**config.mk**
```make
export PLATFORM = sky130hd
export DESIGN_NAME = apb_master_bridge_flat
export DESIGN_NICKNAME = d
export VERILOG_FILES = /design/src/rtl/apb_master_bridge_if.sv /design/src/rtl/apb_master_bridge.sv /design/src/flat_wrapper.sv
export SDC_FILE = /design/constraint.sdc
export NUM_CORES = 1
export LEC_CHECK = 0
export ABC_AREA = 1
export BUFFER_PORTS_ARGS = -buffer_cell sky130_fd_sc_hd__buf_2
export CAP_MARGIN = 10
export CORE_ASPECT_RATIO = 0.7
export CORE_MARGIN = 2
export CORE_UTILIZATION = 45
export DETAILED_ROUTE_END_ITERATION = 16
export GPL_ROUTABILITY_DRIVEN = 0
export HOLD_SLACK_MARGIN = 0.12
export PLACE_DENSITY = 0.76
export SLEW_MARGIN = 20
export SYNTH_ARGS = -nofsm -noshare
export SYNTH_HDL_FRONTEND = slang
export SYNTH_SLANG_ARGS = --single-unit
```
**constraint.sdc**
```tcl
create_clock -name PCLK -period 1.8 [get_ports PCLK]
set_input_delay 0.27 -clock PCLK [delete_from_list [all_inputs] [get_ports PCLK]]
set_output_delay 0.27 -clock PCLK [all_outputs]
set_load 0.1 [all_outputs]
```
**src/rtl/apb_master_bridge_if.sv**
```systemverilog
// Command/response port and APB requester bus of the bridge, in one bundle.
// master = bridge side, slave = command source plus APB slave side.
interface apb_master_bridge_if #(
    parameter int ADDR_WIDTH = 3,
    parameter int DATA_WIDTH = 8
);
    logic                  cmd_valid;
    logic                  cmd_ready;
    logic                  cmd_write;
    logic [ADDR_WIDTH-1:0] cmd_addr;
    logic [DATA_WIDTH-1:0] cmd_wdata;
    logic                  rsp_valid;
    logic [DATA_WIDTH-1:0] rsp_rdata;
    logic                  rsp_timeout;
    logic                  PSEL;
    logic                  PENABLE;
    logic                  PWRITE;
    logic [ADDR_WIDTH-1:0] PADDR;
    logic [DATA_WIDTH-1:0] PWDATA;
    logic [DATA_WIDTH-1:0] PRDATA;
    logic                  PREADY;

    modport master (
        input  cmd_valid, cmd_write, cmd_addr, cmd_wdata, PRDATA, PREADY,
        output cmd_ready, rsp_valid, rsp_rdata, rsp_timeout,
               PSEL, PENABLE, PWRITE, PADDR, PWDATA
    );

    modport slave (
        output cmd_valid, cmd_write, cmd_addr, cmd_wdata, PRDATA, PREADY,
        input  cmd_ready, rsp_valid, rsp_rdata, rsp_timeout,
               PSEL, PENABLE, PWRITE, PADDR, PWDATA
    );
endinterface

```
**src/rtl/apb_master_bridge.sv**
```systemverilog
// Single-outstanding APB requester: one command -> SETUP/ACCESS -> one response strobe.
// Latency: response 3 cycles after accept plus one per PREADY wait state, capped by TIMEOUT.
// Backpressure: cmd_ready low while a transfer is in flight; responses cannot be stalled.
module apb_master_bridge #(
    parameter int ADDR_WIDTH = 3,
    parameter int DATA_WIDTH = 8,
    parameter int TIMEOUT    = 15
) (
    input  logic                PCLK,
    input  logic                PRESET,
    apb_master_bridge_if.master bus
);
    localparam int CNT_W = $clog2(TIMEOUT + 1);

    typedef enum logic [1:0] {IDLE, SETUP, ACCESS} state_t;

    state_t                state_q, state_d;
    logic [CNT_W-1:0]      wait_cnt_q, wait_cnt_d;
    logic                  cmd_ready_q, cmd_ready_d;
    logic                  psel_q, psel_d;
    logic                  penable_q, penable_d;
    logic                  pwrite_q, pwrite_d;
    logic [ADDR_WIDTH-1:0] paddr_q, paddr_d;
    logic [DATA_WIDTH-1:0] pwdata_q, pwdata_d;
    logic                  rsp_valid_q, rsp_valid_d;
    logic [DATA_WIDTH-1:0] rsp_rdata_q, rsp_rdata_d;
    logic                  rsp_timeout_q, rsp_timeout_d;

    always_comb begin
        state_d       = state_q;
        wait_cnt_d    = wait_cnt_q;
        cmd_ready_d   = cmd_ready_q;
        psel_d        = psel_q;
        penable_d     = penable_q;
        pwrite_d      = pwrite_q;
        paddr_d       = paddr_q;
        pwdata_d      = pwdata_q;
        rsp_valid_d   = 1'b0;
        rsp_rdata_d   = '0;
        rsp_timeout_d = 1'b0;

        case (state_q)
            IDLE: begin
                if (bus.cmd_valid) begin
                    pwrite_d    = bus.cmd_write;
                    paddr_d     = bus.cmd_addr;
                    pwdata_d    = bus.cmd_wdata;
                    cmd_ready_d = 1'b0;
                    psel_d      = 1'b1;
                    state_d     = SETUP;
                end
            end
            SETUP: begin
                penable_d  = 1'b1;
                wait_cnt_d = '0;
                state_d    = ACCESS;
            end
            ACCESS: begin
                // PREADY on the final allowed cycle still completes normally.
                if (bus.PREADY || (wait_cnt_q == CNT_W'(TIMEOUT - 1))) begin
                    rsp_valid_d   = 1'b1;
                    rsp_timeout_d = !bus.PREADY;
                    rsp_rdata_d   = (bus.PREADY && !pwrite_q) ? bus.PRDATA : '0;
                    psel_d        = 1'b0;
                    penable_d     = 1'b0;
                    cmd_ready_d   = 1'b1;
                    state_d       = IDLE;
                end else begin
                    wait_cnt_d = wait_cnt_q + CNT_W'(1);
                end
            end
            default: begin
                psel_d      = 1'b0;
                penable_d   = 1'b0;
                cmd_ready_d = 1'b1;
                state_d     = IDLE;
            end
        endcase
    end

    always_ff @(posedge PCLK) begin
        if (PRESET) begin
            state_q       <= IDLE;
            wait_cnt_q    <= '0;
            cmd_ready_q   <= 1'b1;
            psel_q        <= 1'b0;
            penable_q     <= 1'b0;
            pwrite_q      <= 1'b0;
            paddr_q       <= '0;
            pwdata_q      <= '0;
            rsp_valid_q   <= 1'b0;
            rsp_rdata_q   <= '0;
            rsp_timeout_q <= 1'b0;
        end else begin
            state_q       <= state_d;
            wait_cnt_q    <= wait_cnt_d;
            cmd_ready_q   <= cmd_ready_d;
            psel_q        <= psel_d;
            penable_q     <= penable_d;
            pwrite_q      <= pwrite_d;
            paddr_q       <= paddr_d;
            pwdata_q      <= pwdata_d;
            rsp_valid_q   <= rsp_valid_d;
            rsp_rdata_q   <= rsp_rdata_d;
            rsp_timeout_q <= rsp_timeout_d;
        end
    end

    assign bus.cmd_ready   = cmd_ready_q;
    assign bus.PSEL        = psel_q;
    assign bus.PENABLE     = penable_q;
    assign bus.PWRITE      = pwrite_q;
    assign bus.PADDR       = paddr_q;
    assign bus.PWDATA      = pwdata_q;
    assign bus.rsp_valid   = rsp_valid_q;
    assign bus.rsp_rdata   = rsp_rdata_q;
    assign bus.rsp_timeout = rsp_timeout_q;
endmodule
```
**src/flat_wrapper.sv**
```systemverilog
// flat-port wrapper written by rule: the top's interface ports become plain ports
module apb_master_bridge_flat 
#(
    parameter int ADDR_WIDTH = 3,
    parameter int DATA_WIDTH = 8,
    parameter int TIMEOUT    = 15
)
  (PCLK, PRESET, bus_cmd_valid, bus_cmd_write, bus_cmd_addr, bus_cmd_wdata, bus_PRDATA, bus_PREADY, bus_cmd_ready, bus_rsp_valid, bus_rsp_rdata, bus_rsp_timeout, bus_PSEL, bus_PENABLE, bus_PWRITE, bus_PADDR, bus_PWDATA);
  apb_master_bridge_if #(.ADDR_WIDTH(ADDR_WIDTH), .DATA_WIDTH(DATA_WIDTH)) bus_i ();
  input  logic PCLK;
  input  logic PRESET;
  input wire logic [$bits(bus_i.cmd_valid)-1:0] bus_cmd_valid;
  input wire logic [$bits(bus_i.cmd_write)-1:0] bus_cmd_write;
  input wire logic [$bits(bus_i.cmd_addr)-1:0] bus_cmd_addr;
  input wire logic [$bits(bus_i.cmd_wdata)-1:0] bus_cmd_wdata;
  input wire logic [$bits(bus_i.PRDATA)-1:0] bus_PRDATA;
  input wire logic [$bits(bus_i.PREADY)-1:0] bus_PREADY;
  output wire logic [$bits(bus_i.cmd_ready)-1:0] bus_cmd_ready;
  output wire logic [$bits(bus_i.rsp_valid)-1:0] bus_rsp_valid;
  output wire logic [$bits(bus_i.rsp_rdata)-1:0] bus_rsp_rdata;
  output wire logic [$bits(bus_i.rsp_timeout)-1:0] bus_rsp_timeout;
  output wire logic [$bits(bus_i.PSEL)-1:0] bus_PSEL;
  output wire logic [$bits(bus_i.PENABLE)-1:0] bus_PENABLE;
  output wire logic [$bits(bus_i.PWRITE)-1:0] bus_PWRITE;
  output wire logic [$bits(bus_i.PADDR)-1:0] bus_PADDR;
  output wire logic [$bits(bus_i.PWDATA)-1:0] bus_PWDATA;
  assign bus_i.cmd_valid = bus_cmd_valid;
  assign bus_i.cmd_write = bus_cmd_write;
  assign bus_i.cmd_addr = bus_cmd_addr;
  assign bus_i.cmd_wdata = bus_cmd_wdata;
  assign bus_i.PRDATA = bus_PRDATA;
  assign bus_i.PREADY = bus_PREADY;
  assign bus_cmd_ready = bus_i.cmd_ready;
  assign bus_rsp_valid = bus_i.rsp_valid;
  assign bus_rsp_rdata = bus_i.rsp_rdata;
  assign bus_rsp_timeout = bus_i.rsp_timeout;
  assign bus_PSEL = bus_i.PSEL;
  assign bus_PENABLE = bus_i.PENABLE;
  assign bus_PWRITE = bus_i.PWRITE;
  assign bus_PADDR = bus_i.PADDR;
  assign bus_PWDATA = bus_i.PWDATA;
  apb_master_bridge #(.ADDR_WIDTH(ADDR_WIDTH), .DATA_WIDTH(DATA_WIDTH), .TIMEOUT(TIMEOUT)) u_core (.PCLK(PCLK), .PRESET(PRESET), .bus(bus_i));
endmodule
```
==> summary.txt, run 1 <==
Worst setup path
  – CP max FO: 5
  – Startpoint Class: flip-flop
  – CP Data Arrival Time: about 1.5 ns
  – Delay-heaviest family, CP: simple AND/OR/NAND/NOR gates
  – R2R Setup Slk: 0.42 ns
  – Worst path depth: 8
  – CP Class: reg2reg
  – Cell Chain, Critical Path: inv_1 > ha_1 > nand3_1 > nand3_4 > nand2_2 > inv_1 > nor2_1 > nor2_1
  – Required time of the critical path: 1.96 ns
  – CP bufs+invs: 2
  – CP endpoint kind: flip-flop
  – Max incr delay on CP: 0.38 ns
  – R2r worst-path depth: 8
  – Slowest cell on the critical path: dfxtp_1

Floorplan
  – Die width: 64.91 µm
  – Core area: 2459 µm²
  – Starting Density: 47.53%
  – Cell row count: 15
  – IO Count: 49
  – Die height: 46.64 µm
  – Die area: roughly 3000 µm²

Clock tree
  – Clock slew at reported path FFs: roughly 0.060 ns
  – CTS resizes: 0
  – CTS Buffer Depth: 2
  – TritonCTS Sinks: 31
  – # hold bufs at CTS: 0
  – Clock insertion delay at the later pin of the skew report: 0.28 ns
  – CTS HTree Levels: 2
  – CTS tree: done
  – CTS root buf: clkbuf_8
  – Post-CTS Repair Setup Buffers: 0
  – CTS buffer count: 5

Routing
  – Via density: 4.567
  – 1st-iter DRT viols: 34
  – Post-Route WL: 2.516 mm
  – Antenna viol nets, final: 0
  – Vias: about 1100
  – Drt pass-1 iters: 4
  – Post-route DRC: 0
  – WL/cell: 10.89 µm

Flow run
  – Max-cap violation count: 0

Pwr
  – Worst vdd ir: 0.7240 mV
  – Leak: 0.7802 nW
  – PwrDens: 1077 nW/µm²

Timing
  – TNS Setup: 0 ns
  – Max-slew headroom: 67.41%
  – RSZ-0062 raised after global routing: false
  – Final period utilization: between 70 and 80%
  – Crit path setup slack, layout: 0.4226 ns
  – Clk_skew: 0.005111 ns
  – Crit path time final: 1.377 ns
  – Fin. max-slew vios: 0
  – Setup violators final: 0
  – Fmax achieved: 0.7260 GHz
  – Worst-Margin Slew: 0.4922 ns
  – Hold Vio Cnt, Final: 0

Synthesis
  – Post-Synthesis Cells: 144
  – Top cell type's share of synthesized area: 53.10%
  – Unique masters post-synth: 21
  – YS warnings: 0
  – Asr flop ratio synth: 0%
  – Syn Area/Cell: 8.115 µm²
  – Mapped Nets: 170
  – Post-synth top flop: dfxtp_1
  – Post-Syn Area: 1169 µm²
  – Most frequent cell after synthesis: nor2_1
  – Synth area leader: dfxtp_1
  – Synth Register Bits: 31
  – Register area share after synthesis: 53.10%
  – Top cells by area, synth: dfxtp_1 53%, nor2_1 12%, inv_1 5.5%, o21ai_0 5.1%, nand2_1 4.2%
  – Top cells by count, synth: 38 x nor2_1, 31 x dfxtp_1, 17 x inv_1, 13 x nand2_1, 12 x o21ai_0
  – Number of synthesized flops with an enable pin: 0

Place
  – DP Worst Slack: roughly 0.44 ns
  – PortBufs: 48
  – Final HPWL DP: 1.900 mm

Hold path
  – Hold path depth: 2
  – Worst Hold Class: in2reg

Status
  – Status: complete, no violations

Finish
  – Sequential cell area: ~620 µm²
  – Diodes inserted: 0
  – Nets: 222
  – Multi-input logic area: around 450 µm²
  – Filler Cells Inserted: 220
  – Layout cells sized above 1: 33.50%
  – Area growth syn-to-layout: 29.44%
  – Final Util: 61.53%

Global route
  – Global route overflow: 0
  – Pin count of the biggest net entering global routing: 15
  – Gr usage total: around 17%
  – Vias in the first global route: about 800
  – Initial antenna violation count: 0
  – First-pass GRT wire length: 3.636 mm
==> kinds of logic after synthesis <==
group / Yosys count / synth area share, %
compound gates: 22 / 10.06
fa+ha+maj: 2 / 2.141
flops: 31 / 53.11
simple gates: 65 / 25.91
buf+inv: 24 / 8.779
==> metrics by stage <==
step	total power, W	hold slack [ns]	instance area [µm²]	instances
after floorplan	0.001070	0.3480	1169	144
after global routing	0.001706	0.1620	1513	231
after global placement	0.001135	0.4471	1431	223
final	0.001629	0.1674	1513	231
after detailed placement	0.001141	0.4539	1431	223
after CTS	0.001648	0.1587	1513	231
==> registers in the layout, indices dropped and copies added (netlist names) <==
register,count
u_core.bus.cmd_ready,1
u_core.wait_cnt_q,4
u_core.bus.rsp_valid,1
u_core.state_q,2
u_core.bus.rsp_timeout,1
u_core.bus.PENABLE,1
u_core.bus.PWDATA,8
u_core.bus.PADDR,3
u_core.bus.PWRITE,1
u_core.bus.PSEL,1
u_core.bus.rsp_rdata,8
==> worst reg2reg max path: stages (launching register included) <==
cell and delay [ns]:
dfxtp_1 0.38, inv_1 0.07, ha_1 0.19, nand3_1 0.21, nand3_4 0.14, nand2_2 0.09
inv_1 0.06, nor2_1 0.08, nor2_1 0.04
==> layout by cell type, fill, tap and decap left out <==
cell,Yosys,layout
a21oi_1,6,6
a21oi_2,2,2
buf_2,0,48
buf_4,1,1
clkbuf_1,1,2
clkbuf_8,0,5
clkinv_2,0,1
dfxtp_1,31,31
ha_1,2,2
inv_1,17,17
inv_2,3,3
nand2_1,13,13
nand2_2,2,2
nand3_1,5,5
nand3_4,1,1
nand4_1,2,2
nor2_1,38,38
nor2_4,2,2
nor3_1,1,1
nor3_4,1,1
o21ai_0,12,12
o21ai_1,2,2
==> report_power, final <==
| group | total, W | switching, W | internal (W) |
|---|---|---|---|
| sequential | 0.000744 | 0.0000213 | 0.000722 |
| clock | 0.000502 | 0.000232 | 0.000270 |
| combinational | 0.000384 | 0.000315 | 0.0000688 |
| total | 0.00163 | 0.000568 | 0.00106 |
==> worst paths after layout <==
path	from	endpoint
max reg2reg	u_core.wait_cnt_q[0]	u_core.wait_cnt_q[0]
max	u_core.wait_cnt_q[0]	u_core.wait_cnt_q[0]
min reg2reg	u_core.bus.PENABLE	u_core.bus.PENABLE
min	bus_PREADY	u_core.bus.rsp_timeout
==> metal layers <==
metal | up-vias | wire length (µm) | part of all wire, % | track usage, %
met5 | - | 0 | 0 | 0
met4 | 0 | 19 | 0.76 | 11.49
met3 | 2 | 175 | 7.0 | 6.112
met2 | 37 | 1160 | 46 | 25.15
met1 | 463 | 1160 | 46 | 21.14
li1 | 553 | - | - | -
==> final cells by class <==
class | count | share of cell area [%]
sequential | 31 | 41.03
multi-input combinational | 89 | 29.45
timing repair buffer | 49 | 16.38
clock buffer | 7 | 5.045
inverter | 20 | 4.963
tap | 34 | 2.812
clock inverter | 1 | 0.3309
Power figures use the tool's default switching activity.
==> inputs of run 2 (changes only) <==
Clock period 1.8 ns to 1.3 ns, I/O delays scaled along.
==> run 2 against run 1 <==
Against the previous run: clock skew fell by 0.00091 ns; combinational power rose by 42%; sequential share of layout area fell by 2.2 points; register-to-register slack got worse by 0.34 ns; largest power group unchanged; worst setup slack got worse by 0.36 ns; highest routed layer unchanged; final cell count rose by 3.0%.
==> summary.txt, run 2 (synthesis results as in run 1) <==
Timing
  – Setup violators final: 0
  – Crit path time final: 1.241 ns
  – Fmax achieved: just over 0.8 GHz
  – Final period utilization: between 90% and 100%
  – Clk_skew: 0.004196 ns
  – Max-slew headroom: 67.47%
  – TNS Setup: 0 ns
  – Hold Vio Cnt, Final: 0
  – Worst-Margin Slew: around 0.49 ns
  – Fin. max-slew vios: 0

Worst setup path
  – CP max FO: 2
  – Startpoint Class: flip-flop
  – Worst path depth: 1
  – Crit path to: bus_PWDATA[6]
  – Required time of the critical path: 1.11 ns
  – Slowest cell on the critical path: buf_2
  – R2r worst-path depth: 7
  – CP startpoint: u_core.bus.PWDATA[6]
  – Worst r2r dst: u_core.wait_cnt_q[3]
  – Cell Chain, Critical Path: buf_2
  – CP Data Arrival Time: 1.05 ns
  – CP endpoint kind: primary output
  – R2R Setup Slk: around 0.08 ns
  – Critical R2R Launch: u_core.wait_cnt_q[0]
  – Delay-heaviest family, CP: buffers and inverters
  – Max incr delay on CP: 0.43 ns
  – CP Class: reg2out
  – CP bufs+invs: 1

Pwr
  – Internal power: approximately 0.0016 W
  – Sequential power share: about 43%
  – Worst vdd ir: about 1.1 mV
  – Sw Ratio: approximately a third
  – NetSw: between 0.0008 and 0.0009 W
  – Design Power: 0.002391 W
  – Leak: a little over 0.8 nW
  – PwrDens: 1488 nW/µm²
  – Clock power frac: 34.2%
  – Gate power share: 22.8%

Routing
  – Antenna viol nets, final: 0
  – Vias: approximately 1100
  – Via density: 4.496
  – WL/cell: 11.27 µm
  – Post-route DRC: 0
  – Drt pass-1 iters: 4
  – 1st-iter DRT viols: 40
  – Post-Route WL: about 2.7 mm

Flow run
  – Max-cap violation count: 0

Clock tree
  – CTS HTree Levels: 2
  – TritonCTS Sinks: 31
  – Clock slew at reported path FFs: 0.06 ns
  – CTS root buf: clkbuf_8
  – Clock insertion delay at the later pin of the skew report: about 0.28 ns
  – CTS Buffer Depth: 2
  – CTS buffer count: 5
  – CTS tree: done

Global route
  – Pin count of the biggest net entering global routing: 15
  – First-pass GRT wire length: 4.195 mm
  – Vias in the first global route: 1014
  – Gr usage total: between 10% and 20%
  – Global route overflow: 0
  – Initial antenna violation count: 0

Finish
  – Filler Cells Inserted: 215
  – Layout cells sized above 1: 38.73%
  – Multi-input logic area: 462.9 µm²
  – Area growth syn-to-layout: 37.47%
  – Final Util: 65.34%
  – Sequential cell area: 623.1 µm²
  – Most common cell after layout, fill and taps aside: buf_2
  – Diodes inserted: 0
  – Finished Cell Area: 1607 µm²
  – Leading cell types in the layout, fill and taps excluded: 48 x buf_2, 38 x nor2_1, 29 x dfxtp_1, 16 x inv_1, 12 x nand2_1
  – Post-Layout Cell Count: 238
  – Nets: roughly 230

Floorplan
  – Core area: about 2500 µm²
  – Die area: 3027 µm²
  – Cell row count: 15
  – Die height: 46.64 µm
  – Starting Density: 47.53%
  – IO Count: 49
  – Die width: 64.91 µm

Hold path
  – Worst Hold Class: in2reg

Place
  – Post-place instance area: roughly 1500 µm²
  – Final HPWL DP: 1.997 mm
  – Placed insts: 227
  – PortBufs: 48

Status
  – Status: complete, no violations
run 2: layout make-up:
cell class / count / area share (%)
repair buffers: 56 / 18.85
flip-flops and latches: 31 / 38.79
clock buffers: 8 / 6.231
multi-input cells: 89 / 28.82
well taps: 34 / 2.648
inverters: 20 / 4.673
run 2: what timing repair did:
item | CTS | global route
hold buffers | 1 | 0
endpoints found under the hold margin | 1 | 0
resized for setup | 1 | 6
gates cloned | 0 | 0
setup endpoints to repair | 1 | 4
pin swaps | 0 | 3
buffers inserted | 0 | 2
run 2: layer usage:
metal	GRT usage, %	vias up	wire length (µm)
met2	33.40	42	1251
met5	0	-	0
met4	11.91	0	58
met3	6.357	5	189
met1	22.16	457	1183
li1	-	566	-
run 2: worst min path at each step:
stage                              from                      end  cells after the start
final                     bus_PRDATA[7]  u_core.bus.rsp_rdata[7]                      3
after global routing      bus_PRDATA[6]  u_core.bus.rsp_rdata[6]                      3
after CTS                 bus_PRDATA[2]  u_core.bus.rsp_rdata[2]                      3
after detailed placement     bus_PREADY   u_core.bus.rsp_timeout                      2
after global placement       bus_PREADY   u_core.bus.rsp_timeout                      2
after floorplan              bus_PREADY   u_core.bus.rsp_timeout                      1
run 2: power groups by stage:
stage | Sequential (W) | Clock, W | Combinational [W]
final | 0.00103 | 0.000818 | 0.000545
after detailed placement | 0.00105 | 0 | 0.000540
after floorplan | 0.00137 | 0 | 0.000116
after global placement | 0.00105 | 0 | 0.000530
after global routing | 0.00103 | 0.000869 | 0.000579
after CTS | 0.00103 | 0.000829 | 0.000544
run 2: tightest hold or removal path: cells and delay by family:
| family | cells | cell delay [ns] |
|---|---|---|
| buf+inv | 2 | 0.14 |
| simple gates | 1 | 0.03 |
run 2: per-stage QoR:
| stage | setup slack [ns] | hold slack, ns |
|---|---|---|
| after global routing | -0.006000 | 0.1388 |
| after CTS | 0.05297 | 0.1206 |
| after global placement | 0.1159 | 0.3795 |
| final | 0.05859 | 0.1274 |
| after floorplan | 0.01464 | 0.2730 |
| after detailed placement | 0.003053 | 0.3806 |
==> inputs of run 3 (changes only) <==
Clock period 1.3 ns to 1.6 ns, I/O delays scaled along.
==> run 3 against run 2 <==
Against the previous run: worst hold slack improved by 0.018 ns; flip-flop and latch count unchanged; critical endpoint is now u_core.wait_cnt_q[0]; power decreased by 20%; largest power group unchanged; highest routed layer unchanged; global-route usage decreased by 3.5 points.
==> summary.txt, run 3 (synthesis results as in run 1) <==
Floorplan
  – IO Count: 49
  – Starting Density: 47.53%
  – Die height: 46.64 µm
  – Die area: between 3000 and 4000 µm²
  – Die width: approximately 65 µm
  – Cell row count: 15
  – Core area: 2459 µm²

Hold path
  – Worst Hold Class: in2reg
  – Worst hold start: bus_PREADY

Worst setup path
  – CP startpoint: u_core.wait_cnt_q[0]
  – CP Data Arrival Time: 1.57 ns
  – CP max FO: 5
  – CP Class: reg2reg
  – CP endpoint kind: flip-flop
  – Critical R2R Launch: u_core.wait_cnt_q[0]
  – Startpoint Class: flip-flop
  – Required time of the critical path: 1.77 ns

Timing
  – Fin. max-slew vios: 0
  – RSZ-0062 raised after global routing: false
  – TNS Setup: 0 ns
  – Clk_skew: 0.003869 ns
  – Worst-Margin Slew: 0.4949 ns
  – Final period utilization: roughly 90%
  – Crit path setup slack, layout: approximately 0.20 ns
  – Crit path time final: 1.399 ns
  – Max-slew headroom: 67.23%
  – Setup violators final: 0
  – Fmax achieved: 0.7146 GHz
  – Hold Vio Cnt, Final: 0

Finish
  – Filler Cells Inserted: 213
  – Diodes inserted: 0
  – Sequential cell area: 620.6 µm²
  – Multi-input logic area: 445.4 µm²
  – Most common cell after layout, fill and taps aside: buf_2
  – Layout cells sized above 1: 34.34%
  – Area growth syn-to-layout: 31.69%
  – Nets: 223
  – Leading cell types in the layout, fill and taps excluded: 48 x buf_2, 38 x nor2_1, 31 x dfxtp_1, 17 x inv_1, 13 x nand2_1

Routing
  – Post-Route WL: 2.351 mm
  – Via density: 4.444
  – Drt pass-1 iters: 4
  – Post-route DRC: 0
  – Antenna viol nets, final: 0
  – Vias: just over 1000
  – 1st-iter DRT viols: 33
  – WL/cell: 10.13 µm

Clock tree
  – Post-CTS Repair Setup Buffers: 0
  – CTS root buf: clkbuf_8
  – TritonCTS Sinks: 31
  – CTS tree: done
  – Clock slew at reported path FFs: 0.06 ns
  – Clock insertion delay at the later pin of the skew report: 0.27 ns
  – CTS buffer count: 5
  – CTS HTree Levels: 2
  – # hold bufs at CTS: 0
  – CTS Buffer Depth: 2
  – CTS resizes: 0

Place
  – DP Worst Slack: 0.2061 ns
  – Final HPWL DP: about 1.8 mm
  – PortBufs: 48

Status
  – Status: complete, no violations

Flow run
  – Max-cap violation count: 0

Global route
  – Vias in the first global route: 814
  – Gr usage total: 16.12%
  – Initial antenna violation count: 0
  – Pin count of the biggest net entering global routing: 15
  – Global route overflow: 0
  – First-pass GRT wire length: 3.436 mm

Pwr
  – Worst vdd ir: 0.5910 mV
  – Leak: 0.7945 nW
  – PwrDens: 1248 nW/µm²
-- run 3: cell count changes in the layout (fill, tap and decap cells not counted), sizes merged --
cell         before  now
buf              55   50
dlygate4sd3       1    0
-- run 3: routing by layer --
layer	global-route usage, %	routed length, µm	vias up
met5	0	0	-
met4	6.383	23	0
met3	9.780	208	3
met2	25.57	1054	39
met1	17.91	1065	439
li1	-	-	550
-- run 3: area by class of cell --
| type | count | area share (%) |
|---|---|---|
| inverters | 20 | 4.878 |
| flip-flops and latches | 31 | 40.33 |
| clock buffers | 8 | 6.504 |
| repair buffers | 50 | 16.59 |
| multi-input cells | 89 | 28.94 |
| well taps | 34 | 2.764 |
-- run 3: final timing paths --
| kind | to | slack [ns] | depth (start not counted) |
|---|---|---|---|
| setup / recovery | u_core.wait_cnt_q[0] | 0.20 | 8 |
| hold / removal | u_core.bus.rsp_timeout | 0.14 | 2 |
| setup reg to reg | u_core.wait_cnt_q[0] | 0.20 | 8 |
| hold reg to reg | u_core.bus.PENABLE | 0.47 | 2 |
-- run 3: metrics by stage --
step | total power (W) | hold WS [ns] | std cells | area, µm² | utilization, %
after floorplan | 0.001204 | 0.3180 | 144 | 1169 | -
after global routing | 0.002005 | 0.1441 | 232 | 1539 | 62.60
after global placement | 0.001280 | 0.4332 | 224 | 1439 | 58.52
after CTS | 0.001943 | 0.1387 | 232 | 1539 | 62.60
after detailed placement | 0.001286 | 0.4318 | 224 | 1439 | 58.52
final | 0.001921 | 0.1450 | 232 | 1539 | 62.60
-- run 3: worst max-delay path: stages, from the launching register on --
cell,delay [ns]
dfxtp_1,0.38
inv_1,0.08
ha_1,0.20
nand3_1,0.21
nand3_4,0.14
nand2_2,0.09
inv_1,0.06
nor2_1,0.09
nor2_1,0.04
-- run 3: where the power goes --
group | total (W) | leakage, nW | switching (W) | internal (W)
sequential | 0.000835 | 0.254 | 0.0000229 | 0.000812
combinational | 0.000432 | 0.489 | 0.000352 | 0.0000801
clock | 0.000653 | 0.0515 | 0.000262 | 0.000392
total | 0.00192 | 0.794 | 0.000637 | 0.00128
